<file path="config.mk">
export PLATFORM = sky130hd
export DESIGN_NAME = stride_prefetcher
export DESIGN_NICKNAME = d
export VERILOG_FILES = /design/src/rtl/stride_prefetcher.sv
export SDC_FILE = /design/constraint.sdc
export NUM_CORES = 1
export LEC_CHECK = 0
export BUFFER_PORTS_ARGS = -buffer_cell sky130_fd_sc_hd__buf_2
export CELL_PAD_IN_SITES_DETAIL_PLACEMENT = 0
export CELL_PAD_IN_SITES_GLOBAL_PLACEMENT = 1
export CORE_MARGIN = 1
export CORE_UTILIZATION = 40
export DETAILED_ROUTE_END_ITERATION = 7
export PLACE_DENSITY_LB_ADDON = 0.1
export SYNTH_ARGS = -nofsm -noshare
export SYNTH_HDL_FRONTEND = slang
export SYNTH_SLANG_ARGS = --single-unit
</file>
<file path="constraint.sdc">
create_clock -name clk_i -period 8.64 [get_ports clk_i]
set_input_delay 0.432 -clock clk_i [delete_from_list [all_inputs] [get_ports clk_i]]
set_output_delay 0.432 -clock clk_i [all_outputs]
set_load 0.02 [all_outputs]
</file>
<file path="src/rtl/stride_prefetcher.sv">
// Stride prefetcher: learns a constant line stride from upper-level misses and,
// once confident, issues a burst of DEGREE line-aligned prefetch requests.
// Optional duplicate filter compiled in with `define PF_DUP_FILTER_EN.
module stride_prefetcher #(
   parameter int unsigned BLOCK_BITS  = 6,
   parameter int unsigned DEGREE      = 2,
   parameter int unsigned CONF_THRESH = 2
) (
   input  logic        clk_i,
   input  logic        rst_i,
   input  logic [63:0] up_address_i,
   input  logic        up_miss_i,
   input  logic        up_valid_i,
   input  logic        lo_ready_i,
   output logic [63:0] lo_prefetch_address_o,
   output logic        lo_prefetch_valid_o,
   output logic        pf_busy_o,
   output logic [31:0] pf_issued_o
);

   typedef enum logic {StIdle, StIssue} state_e;

   state_e      state_q, state_d;
   logic        hist_valid_q, hist_valid_d;
   logic [63:0] last_line_q, last_line_d;
   logic [63:0] stride_q, stride_d;
   logic [1:0]  conf_q, conf_d;
   logic [63:0] cand_q, cand_d;
   logic [2:0]  k_q, k_d;
   logic [31:0] issued_q, issued_d;

   logic [63:0] line;
   logic [63:0] delta;
   logic        trig;
   logic        filtered;
   logic        handshake;

`ifdef PF_DUP_FILTER_EN
   logic [63:0] ring_q [4];
   logic [63:0] ring_d [4];
   logic [3:0]  ring_v_q, ring_v_d;
   logic [1:0]  ptr_q, ptr_d;
`endif

   assign line  = up_address_i >> BLOCK_BITS;
   assign delta = line - last_line_q;

   // Stride training and trigger detection; runs regardless of FSM state.
   always_comb begin
      hist_valid_d = hist_valid_q;
      last_line_d  = last_line_q;
      stride_d     = stride_q;
      conf_d       = conf_q;
      trig         = 1'b0;
      if (up_valid_i && up_miss_i) begin
         if (!hist_valid_q) begin
            hist_valid_d = 1'b1;
            last_line_d  = line;
            stride_d     = '0;
            conf_d       = '0;
         end else if (delta != '0) begin
            last_line_d = line;
            if (delta == stride_q) begin
               conf_d = (conf_q == 2'd3) ? 2'd3 : conf_q + 2'd1;
            end else begin
               stride_d = delta;
               conf_d   = '0;
            end
            trig = ({30'd0, conf_d} >= CONF_THRESH);
         end
      end
   end

   // Candidate filter: skip lines already handed to the lower level recently.
   always_comb begin
      filtered = 1'b0;
`ifdef PF_DUP_FILTER_EN
      if (state_q == StIssue) begin
         for (int i = 0; i < 4; i++) begin
            if (ring_v_q[i] && (ring_q[i] == cand_q)) filtered = 1'b1;
         end
      end
`endif
   end

   assign lo_prefetch_valid_o   = (state_q == StIssue) && !filtered;
   assign lo_prefetch_address_o = (state_q == StIssue) ? (cand_q << BLOCK_BITS) : '0;
   assign pf_busy_o             = (state_q == StIssue);
   assign pf_issued_o           = issued_q;
   assign handshake             = lo_prefetch_valid_o && lo_ready_i;

   // Burst FSM: walks DEGREE candidates, one per handshake or filtered skip.
   always_comb begin
      state_d  = state_q;
      cand_d   = cand_q;
      k_d      = k_q;
      issued_d = issued_q;
`ifdef PF_DUP_FILTER_EN
      ring_d   = ring_q;
      ring_v_d = ring_v_q;
      ptr_d    = ptr_q;
`endif
      unique case (state_q)
         StIdle: begin
            if (trig) begin
               state_d = StIssue;
               cand_d  = line + stride_d;
               k_d     = 3'd1;
            end
         end
         StIssue: begin
            // Conditions arising here are dropped; the burst is not restarted.
            if (handshake || filtered) begin
               cand_d = cand_q + stride_q;
               if (k_q == 3'(DEGREE)) state_d = StIdle;
               else                   k_d     = k_q + 3'd1;
            end
            if (handshake) begin
               issued_d = issued_q + 32'd1;
`ifdef PF_DUP_FILTER_EN
               ring_d[ptr_q]   = cand_q;
               ring_v_d[ptr_q] = 1'b1;
               ptr_d           = ptr_q + 2'd1;
`endif
            end
         end
         default: state_d = StIdle;
      endcase
   end

   // State registers with synchronous reset; reset discards any same-cycle event.
   always_ff @(posedge clk_i) begin
      if (rst_i) begin
         state_q      <= StIdle;
         hist_valid_q <= 1'b0;
         last_line_q  <= '0;
         stride_q     <= '0;
         conf_q       <= '0;
         cand_q       <= '0;
         k_q          <= '0;
         issued_q     <= '0;
`ifdef PF_DUP_FILTER_EN
         for (int i = 0; i < 4; i++) ring_q[i] <= '0;
         ring_v_q <= '0;
         ptr_q    <= '0;
`endif
      end else begin
         state_q      <= state_d;
         hist_valid_q <= hist_valid_d;
         last_line_q  <= last_line_d;
         stride_q     <= stride_d;
         conf_q       <= conf_d;
         cand_q       <= cand_d;
         k_q          <= k_d;
         issued_q     <= issued_d;
`ifdef PF_DUP_FILTER_EN
         ring_q   <= ring_d;
         ring_v_q <= ring_v_d;
         ptr_q    <= ptr_d;
`endif
      end
   end

endmodule

</file>
==> After elaboration in Yosys (flattened, before gate mapping) <==
Index checks and enable logic that the tools add are counted.
{ "word_totals": {"register_bits": 231, "input_bits": 69, "out_inout_bits": 98, "wordCells": 58} }
{ "classes": {"add_sub_neg": 6, "order_cmp": 1, "eq_ne": 7, "n_mux": 28, "bitwise_logic": 1, "n_reduce_logical": 7} }
{ "op_table": {"columns": ["cell", "count"], "rows": [
  ["two-way mux 64 bit", 9],
  ["one-hot mux 64 bit (2 select lines)", 1],
  ["adder 58 x 64 -> 64 bit", 1],
  ["adder 64 bit", 1],
  ["equality test 64 bit", 1],
  ["nonzero test 64 bit", 1],
  ["subtractor 58 x 64 -> 64 bit", 1],
  ["adder 32 x 1 -> 32 bit, second input constant", 1],
  ["two-way mux 2 bit", 7],
  ["two-way mux 3 bit", 3],
  ["two-way mux 1 bit", 6],
  ["one-hot mux 3 bit (2 select lines)", 1],
  ["AND reduction 2 bit", 3],
  ["inequality test 2 x 1 -> 1 bit, second input constant", 2],
  ["inequality test 2 bit, second input constant", 2],
  ["adder 3 x 1 -> 3 bit, second input constant", 1],
  ["equality test 3 x 2 -> 1 bit, second input constant", 1],
  ["AND reduction 3 bit", 1],
  ["adder 2 x 1 -> 2 bit, second input constant", 1],
  ["equality test 2 bit, second input constant", 1],
  ["greater-or-equal comparator 2 bit, second input constant", 1],
  ["logical AND 1 bit", 2],
  ["one-hot mux 1 bit (2 select lines)", 1],
  ["NOT 1 bit", 1]
]} }

==> Depth between registers and ports, before layout <==
Gate-level depths: netlist of run 1.
{ "logic_depth": {"depth_word": 12, "depth_mapped": 39, "depth_no_buf": 37} }

==> Worst setup path before layout of run 1 <==
Ideal clock, no wire load.
{ "synth_path": {"path_type": "input -> register", "startpoint": "input up_address_i[6]", "endpoint": "register cand_q[57]", "setup_time_ns": 0.057, "arrival_ns": 8.331, "t_required_ns": 8.583, "setup_slack_ns": 0.252, "cell_stages": 37, "path_buffers": 2, "path_cell_list": "inv_1 -> ha_1 -> fa_1 -> and2b_1 -> o221a_2 -> o21a_1 -> a21oi_2 -> and2_1 -> buf_4 -> a221o_1 -> nor3_1 -> nand4_1 -> or4_1 -> or4_4 -> nor4_4 -> and3_1 -> nand2b_1 -> clkbuf_1 -> a21oi_1 -> nor2_1 -> ha_1 -> a211oi_1 -> o21ai_0 -> a211oi_1 -> a21oi_1 -> o2111ai_1 -> nand2_1 -> a21oi_1 -> o31ai_1 -> or3_1 -> a31oi_1 -> o41ai_1 -> a221oi_1 -> xnor2_1 -> and3_1 -> o31ai_1 -> a21o_1"} }
{ "synth_via": {"elab_cells_between_ends": 20, "cone_classes": "add/sub (2); order compare (1); eq/ne (2); mux (13); reduce/logical (2)"} }
{ "synth_rtl": {"columns": ["item", "line_no", "text"], "rows": [
  ["start, declared", "11", "input logic [63:0] up_address_i,"],
  ["subtractor 58 x 64 -> 64 bit (*)", "46", "assign delta = line - last_line_q;"],
  ["equality test 64 bit", "63", "if (delta == stride_q) begin"],
  ["two-way mux 64 bit", "63", null],
  ["two-way mux 64 bit (*)", "61", "end else if (delta != '0) begin"],
  ["two-way mux 64 bit (*)", "56", "if (!hist_valid_q) begin"],
  ["two-way mux 64 bit (*)", "55", "if (up_valid_i && up_miss_i) begin"],
  ["net stride_d[1]", "26", "logic [63:0] stride_q, stride_d;"],
  ["adder 58 x 64 -> 64 bit (*)", "107", "cand_d = line + stride_d;"],
  ["two-way mux 64 bit (*)", "105", "if (trig) begin"],
  ["one-hot mux 64 bit (2 select lines) (*)", "103", "unique case (state_q)"],
  ["end signal, assigned", "153", "cand_q <= cand_d;"],
  ["end, declared", "28", "logic [63:0] cand_q, cand_d;"]
]} }
The timed path passes the listed nets; every way through them passes the cells marked *. The select of a mux whose other input is x is not followed.
A chain may end at the register's enable or synchronous reset.

==> Final worst setup path of run 1 <==
{ "layout_path": {"startpoint": "register last_line_q[18]", "endpoint": "register cand_q[57]"} }
{ "layout_via": {"elab_cells_between_ends": 20, "cone_classes": "add/sub (2); order compare (1); eq/ne (2); mux (13); reduce/logical (2)"} }
{ "layout_rtl": {"columns": ["item", "line_no", "text"], "rows": [
  ["start, declared", "25", "logic [63:0] last_line_q, last_line_d;"],
  ["start signal, assigned", "150", "last_line_q <= last_line_d;"],
  ["subtractor 58 x 64 -> 64 bit (*)", "46", null],
  ["equality test 64 bit", "63", null],
  ["two-way mux 64 bit", "63", null],
  ["two-way mux 64 bit (*)", "61", null],
  ["two-way mux 64 bit (*)", "56", null],
  ["two-way mux 64 bit (*)", "55", null],
  ["net stride_d[7]", "26", null],
  ["adder 58 x 64 -> 64 bit (*)", "107", null],
  ["two-way mux 64 bit (*)", "105", null],
  ["one-hot mux 64 bit (2 select lines) (*)", "103", null]
]} }
Marks and branches as above.

==> results summary, run 1 <==
The run finished with clean final reports. The area of the die came out at around 53000 um^2. The number of inserted diodes came out at 0.

The standard-cell row count came out at 83. For this design, the slowest cell found on the critical path is or4_4. The effective utilization at floorplan came out at 40.6%. The standard cell core area is 51400 um^2. The number of global-route vias before repair is 23100. The worst-case headroom to the max-slew limit came out at 24.4%. The power density over the cells is 132 nW/um^2. The number of design-rule violations left by the first detailed-router iteration is 1398. The synthesized design contains around 220 register bits. The worst flop-to-flop path endpoint is cand_q[57]. The deepest level of the CTS H-tree is 1. The final HPWL from detailed placement came out at 72.2 mm.

In this run, post-CTS hold repair placed 0 buffers. The global-route wire length before repair came out at 133 mm. The library cell used most frequently in the layout, excluding fill and tap cells, is buf_4. The detailed router placed 23600 vias in this run. The number of pins exceeding their max-slew limit in the final report is 0. The number of antenna violations at the first check in global routing is 0.

Summed over all cells, the static leakage comes to ~0.013 uW. The top cell type by total area after synthesis is dfxtp_1. For this run, the top clock speed supported by timing is 120 MHz.

Clock tree synthesis selected as its root buffer the cell clkbuf_16. The post-route total power is 3750 uW. The final worst-path cycle share is 96.7%. The top cell types in the final layout, fill and taps aside, are buf_4, nor2_1, a21oi_1, nand2_1, dfxtp_1. The max capacitance violation total is 0. The endpoint arrival time on the critical path is 8.83 ns. Counting every instance in the synthesized netlist gives 2873. The die span in y is about 230 um. The area of placed instances came out at 26500 um^2.

The slew of the pin with the lowest slew margin is 1.13 ns. The global-route congestion overflow total came out at 0. The critical path start-end classification is reg -> reg.

The data required time of the critical path is between 9 and 10 ns. The total global-route track usage came out at ~32%. After clock tree synthesis, the clock-pin slew on the worst setup and hold paths is 0.06 ns. The floorplan step set the die width to 230 um. Summing all non-filler instances in the final layout gives an area of 28500 um^2. Among the stages of the critical path, the cell type that occurs most often is a21oi_2. The buffer depth of the longest clock path is 3. In the final layout, the share of cells above drive strength 1 is 28.6%. The number of enable flip-flop cells after synthesis came out at 0. Setup repair after global routing could not meet its margin everywhere.

The setup check on the worst reg-to-reg path leaves a slack of about 0.28 ns. For this design, the sink count on the clock tree is 219. The average vias per placed instance is 5.55. The share of async-settable or async-resettable flops after synthesis came out at 0%. In this run the mean area of a mapped cell was 7.26 um^2. The tightest hold path in the finished design has a slack of 0.180 ns. The number of buffers added by the clock tree synthesis step is 28.

The area share of the largest cell type after synthesis came out at 21.0%. The boundary pin count is 167. The maximum fanout along the worst path is 7. The DRC violation count after routing came out at 0. Dividing the detail-routed wire length by the instance count gives just over 20 um. For this run, the slowest stage of the critical path takes 0.50 ns.

In this run the cell area of the synthesized design comes to 20900 um^2. For this run, the number of Yosys warnings is 0. The area overhead of the layout relative to synthesis is 36.3%. The startpoint identified for the worst register-to-register timing path is last_line_q[18]. The CTS tree is built. The number of distinct library cell variants in the gate-level netlist after synthesis is 99. By area the synthesized netlist is led by dfxtp_1, ha_1, a21oi_1, nor2_1, nand2_1. The count of TritonRoute iterations in the first routing pass came out at 6. The area used by multi-input combinational logic came out at 16300 um^2. The path with the worst hold slack has its endpoint at last_line_q[56]. The total area of sequential cells is 4390 um^2.

IR analysis of the VDD net gives a maximum drop of between 0.00015 and 0.0002 V. The later pin in the worst-skew pair is clocked with a latency of approximately 0.58 ns. In the synthesized netlist the dominant register cell turns out to be dfxtp_1. In this run the worst hold path is classified as in -> reg.

Setup violations remaining at the end of the flow were counted as 0. The final hold violation count is 0. STA classifies the critical path startpoint as a register. The cell depth of the worst min-delay path is 3.

The total wirelength of the detailed-routed design is 88.3 mm. The startpoint identified for the worst hold timing path is up_address_i[62]. The portion of the post-synthesis area used by sequential elements came out at 21.0%. The final setup skew is roughly 0.011 ns. The antenna violation net count after detailed routing came out at 0.

The number of cells on the worst reg-to-reg path is 40. The number of I/O port buffers came out at about 150. Entering global routing, the biggest net connects 100 pins. The worst setup path is captured at a register. The shortest clock period the worst path allows after layout came out at 8.36 ns.

The number of fill cells is 5080. The congestion estimate from routability-driven global placement came to 1.00. The final net count is 3799.
[cell families (layout without fill, tap and decap cells)]
family | after synthesis | in the layout | share of synthesized area [%]
muxes | 20 | 20 | 0.977
xor gates and xnor gates | 221 | 221 | 9.67
buffers and inverters | 254 | 948 | 5.35
adders and majority gates | 178 | 178 | 10.8
and+or+nand+nor | 1090 | 1090 | 25.0
other | 1 | 6 | 0.0180
AOI/OAI and AO/OA | 890 | 890 | 27.2
DFF | 219 | 219 | 21.0
[stage by stage]
step	setup TNS [ns]	util, %	cells	worst slack, ns
6_report	0	55.3	4252	0.284
5_1_grt	-0.267	55.3	4252	-0.103
4_1_cts	0	53.6	4237	0.00400
3_5_place_dp	-4.29	51.6	4186	-0.786
3_3_place_gp	-3.95	51.6	4186	-0.683
2_1_floorplan	0	-	2878	0.252
[critical path: cells and delay by family (launching register included)]
kind                     cells  cell delay [ns]
AND/OR/NAND/NOR             11             2.66
flip-flops                   1             0.31
buffers and inverters        6             0.74
AO/OA/AOI/OAI               19             3.34
XOR/XNOR                     2             0.46
adder cells (fa/ha/maj)      2             0.72
[cell type report]
cell class	count	area share (%)
well taps	680	2.99
multi-input cells	2405	57.1
repair buffers	793	19.8
inverters	105	1.39
clock buffers	39	2.86
clock inverters	11	0.400
flip-flops and latches	219	15.4
[sequential cells by signal (all words and copies together) (netlist names), named ones only]
register             flops
conf_q                   2
hist_valid_q             1
pf_issued_o             32
cand_q                  58
k_q                      3
stride_q                58
last_line_q             58
lo_prefetch_valid_o      1
[cells in the mapped netlist, types with 8 or more instances]
| library cell | count |
|---|---|
| a21o_1 | 75 |
| xor2_1 | 110 |
| nand3_1 | 67 |
| nor2b_1 | 53 |
| and3_1 | 24 |
| buf_6 | 9 |
| clkbuf_1 | 87 |
| nor4b_1 | 8 |
| nor3_1 | 54 |
| nor4_1 | 23 |
| and2_1 | 67 |
| a211oi_1 | 29 |
| nand4_1 | 56 |
| ha_1 | 175 |
| buf_2 | 31 |
| o21a_1 | 31 |
| or3_1 | 19 |
| nand2b_1 | 27 |
| a31oi_1 | 21 |
| mux2i_1 | 17 |
| o31ai_1 | 13 |
| buf_4 | 15 |
| nand2_1 | 286 |
| o21ai_1 | 24 |
| or2_2 | 9 |
| a21oi_1 | 333 |
| o211ai_1 | 40 |
| o21bai_1 | 25 |
| nor2_1 | 356 |
| o21ai_0 | 142 |
| dfxtp_1 | 219 |
| o2111ai_1 | 9 |
| o22ai_1 | 8 |
| a22o_1 | 39 |
| inv_1 | 105 |
| xnor2_1 | 105 |
[worst max-delay path by stage]
stage	start	to	slack (ns)	cells past startpoint
2_1_floorplan	up_address_i[6]	cand_q[57]	0.25	37
3_3_place_gp	up_address_i[6]	cand_q[57]	-0.68	44
3_5_place_dp	up_address_i[6]	cand_q[57]	-0.79	45
4_1_cts	last_line_q[0]	cand_q[57]	0.004	43
5_1_grt	last_line_q[12]	cand_q[57]	-0.10	45
6_report	last_line_q[18]	cand_q[57]	0.28	40
[where the power goes]
part           total, uW  switching, uW  internal (uW)
clock network       1210            498            711
logic               1480            806            679
registers           1060           26.0           1030
[metal layers]
metal / vias up / wire (um) / share of wire (%) / global-route usage (%)
li1: 11600 / - / - / -
met1: 11100 / 36500 / 41 / 39.1
met2: 652 / 43000 / 49 / 58.1
met3: 156 / 4060 / 4.6 / 2.87
met4: 0 / 4720 / 5.3 / 14.7
met5: - / 0 / 0 / 0
[what timing repair did]
action                     in CTS  in global routing
pin swaps                      13                 78
setup endpoints to repair       8                 15
setup buffers                   1                 15
gates resized for setup        23                171
(Power assumes the default switching activity.)
==> run 2, diff against run 1 <==
--- a/config.mk
+++ b/config.mk
@@ -7,9 +7,9 @@
 export LEC_CHECK = 0
 export BUFFER_PORTS_ARGS = -buffer_cell sky130_fd_sc_hd__buf_2
 export CELL_PAD_IN_SITES_DETAIL_PLACEMENT = 0
-export CELL_PAD_IN_SITES_GLOBAL_PLACEMENT = 1
+export CELL_PAD_IN_SITES_GLOBAL_PLACEMENT = 2
 export CORE_MARGIN = 1
-export CORE_UTILIZATION = 40
+export CORE_UTILIZATION = 32
 export DETAILED_ROUTE_END_ITERATION = 7
 export PLACE_DENSITY_LB_ADDON = 0.1
 export SYNTH_ARGS = -nofsm -noshare
==> run 2 against run 1 <==
Net effect: clock skew increased by 0.011 ns; global-route usage down 4.8 points; first-iteration DRC count shrank 1.6%; setup slack improved by 0.027 ns; cell count grew 4.2%; worst hold slack lost 0.061 ns; sequential cell count unchanged; non-clock buffer count up 1; total power grew 3.9%; sequential share of layout area fell by 0.055 points; count of clock-buffer cells in the layout fell by 1; combinational power hardly changed.
==> results summary, run 2 (synthesis results as in run 1) <==
The flow ran to the end, and the final reports show no timing, DRC or antenna violations. The data required time of the critical path is 9.14 ns (+0.03 ns). Leaving out fill and tap cells, the most frequent cells in the layout are buf_4, nor2_1, a21oi_1, nand2_1, dfxtp_1. The total wirelength of the detailed-routed design came out at 94.5 mm (+7.0%). The average vias per placed instance is 5.31 (-4.3%). The routed wirelength normalized by instance count came to 21.3 um (+2.7%).

The power density over the cells came out at 137 nW/um^2 (+3.6%). The register clock-pin slew on the reported worst setup and hold paths came out at 0.06 ns (about the same). STA classifies the critical path endpoint as a register.

The number of design-rule violations left by the first detailed-router iteration came to 1376 (-1.6%). The area used by multi-input combinational logic is 16000 um^2 (-1.6%). The area of the die is 66200 um^2 (+25%). The DRC violation count after routing came out at 0 (unchanged). The standard cell core area was 64500 um^2 (+25%). The cts-stage hold buffer count is 0 (unchanged). The number of buffers added by the clock tree synthesis step came to 30 (+7.1%). The worst path setup slack after routing is 0.311 ns (+0.0271 ns). The CTS sink count is 219 (unchanged). The count of TritonRoute iterations in the first routing pass came out at 5 (-1). Clock tree synthesis selected as its root buffer the cell clkbuf_16.

The shortest clock period the worst path allows after layout is 8.33 ns (-0.0271 ns). The die span in y came out at 257 um (+12%). The largest individual stage delay along the critical path comes from the cell or4_4. The total area of sequential cells came out at 4390 um^2 (about the same). In this run the worst setup path terminates at cand_q[57]. The final hold violation count came to 0 (unchanged). The number of I/O port buffers is 154 (unchanged). The final net count was 3802 (+0.079%).

The global-route wire length before repair came out at 140 mm (+5.1%). The worst setup path is launched from a register. The worst-case headroom to the max-slew limit is 43.3% (+19 points). The worst ir drop on vdd is 0.000168 V (-6.2%).

The share of the core filled with cells in the final layout is 44.3% (-11 points). The number of inserted diodes is 0 (unchanged). In the final layout, the registers with the most flip-flops are cand_q (58), last_line_q (58), stride_q (58).

The number of fill cells came to 6765 (+33%). The antenna violation net count after detailed routing is 0 (unchanged). The standard-cell row count is 93 (+12%). The total stage count of the critical path came out at 40 (unchanged).

The effective utilization at floorplan was 32.4% (-8.2 points). The worst setup path is of the reg -> reg kind. The final worst-path cycle share came out at 96.4% (-0.31 points). The worst hold path belongs to the class in -> reg. The reg-to-reg startpoint is last_line_q[7].

The number of vias in the routed layout came to 23500 (-0.26%). TritonCTS built the clock tree. The deepest level of the CTS H-tree came out at 1 (unchanged). The endpoint arrival time on the critical path came out at 8.83 ns (about the same). The final setup skew is 0.0216 ns (+0.0107 ns). The number of buffer and inverter stages on the critical path came out at 7 (+1). The final weighted congestion of routability-driven global placement came out at 0.951 (-5.1%). The source-to-sink clock delay at the later pin of the worst-skew pair is 0.61 ns (+0.03 ns). The max capacitance violation total is 0 (unchanged). The delay of the slowest cell on the worst path is 0.51 ns (about the same).

The launching instance or port of the critical path is last_line_q[7]. The number of global-route vias before repair came to 23000 (-0.53%). The library cell used most frequently in the layout, excluding fill and tap cells, is buf_4.

The final HPWL from detailed placement was 78.2 mm (+8.4%). The number of setup violations in the final report is 0 (unchanged). The hold slack was 0.119 ns (-0.0608 ns). The cell seen most often among critical-path stages is buf_4.

Compared with the post-synthesis result, the final layout area differs by 36.8%. The total global-route track usage is 27.6% (-4.8 points). The global-route congestion overflow total is 0 (unchanged). The maximum fanout along the worst path came to 7 (unchanged).

The pin count of the biggest net entering global routing is 130 (+30%). The number of cells on the worst reg-to-reg path came out at 40 (unchanged). In this run the critical register-to-register path is captured at cand_q[57]. The boundary pin count came to 167 (unchanged). The slew of the pin with the lowest slew margin is 0.843 ns (-0.292 ns). The number of pins exceeding their max-slew limit in the final report came out at 0 (unchanged). The buffer depth of the longest clock path is 3 (unchanged). The post-place setup slack is -0.574 ns (+0.212 ns).

The fraction of layout instances using a drive strength above 1 came out at 27.8% (-0.88 points). The cell depth of the worst min-delay path came to 3 (unchanged). The worst setup slack for register-to-register paths came out at 0.31 ns (+0.03 ns).

The total negative setup slack is 0 ns (unchanged). The static leakage power came out at 0.0127 uW (+0.46%). The family with the most delay on the worst path is compound AO/OA/AOI/OAI gates. The fmax came out at 120 MHz (+0.33%). The number of antenna violations at the first check in global routing came to 0 (unchanged).

The die outline width came out at 257 um (+12%).
[run 2: where the power goes]
| part | internal (uW) | switching [uW] |
|---|---|---|
| clock | 834 | 530 |
| combinational | 665 | 810 |
| sequential | 1030 | 27.4 |
| total | 2530 | 1370 |
[run 2: cell type report]
type                       count  share of cell area [%]
tap                          855                    3.75
timing repair buffer         794                    19.7
clock inverter                16                   0.820
inverter                     105                    1.38
clock buffer                  38                    2.95
multi-input combinational   2405                    56.0
sequential                   219                    15.4
[run 2: tightest hold or removal path: stages]
cell	delay (ns)
buf_2	0.12
a21oi_1	0.07
nor2_1	0.07
[run 2: what timing repair did]
action                     in CTS  in global routing
setup buffers                   0                 19
pin swaps                       4                 50
resized for setup              14                122
setup endpoints to repair       7                 18
[run 2: metrics by stage]
| step | total power [uW] | cells | instance area, um^2 |
|---|---|---|---|
| after CTS | 3870 | 4413 | 27800 |
| final | 3900 | 4432 | 28500 |
| after global placement | 2490 | 4359 | 26700 |
| after detailed placement | 2480 | 4359 | 26700 |
| after global routing | 4070 | 4432 | 28500 |
| after floorplan | 1740 | 2878 | 20900 |
[run 2: worst min-delay path by stage]
stage / start / end
6_report: up_address_i[62] / last_line_q[56]
5_1_grt: up_address_i[60] / last_line_q[54]
4_1_cts: up_address_i[62] / last_line_q[56]
3_5_place_dp: register / register
3_3_place_gp: conf_q[1] / conf_q[1]
2_1_floorplan: cand_q[28] / cand_q[28]
[run 2: routing by layer]
metal / GRT usage [%] / vias up / routed length [um]
met5: 0 / - / 0
met4: 6.80 / 0 / 2610
met3: 2.96 / 96 / 3640
met2: 51.3 / 489 / 47800
met1: 33.5 / 11300 / 40500
li1: - / 11600 / -
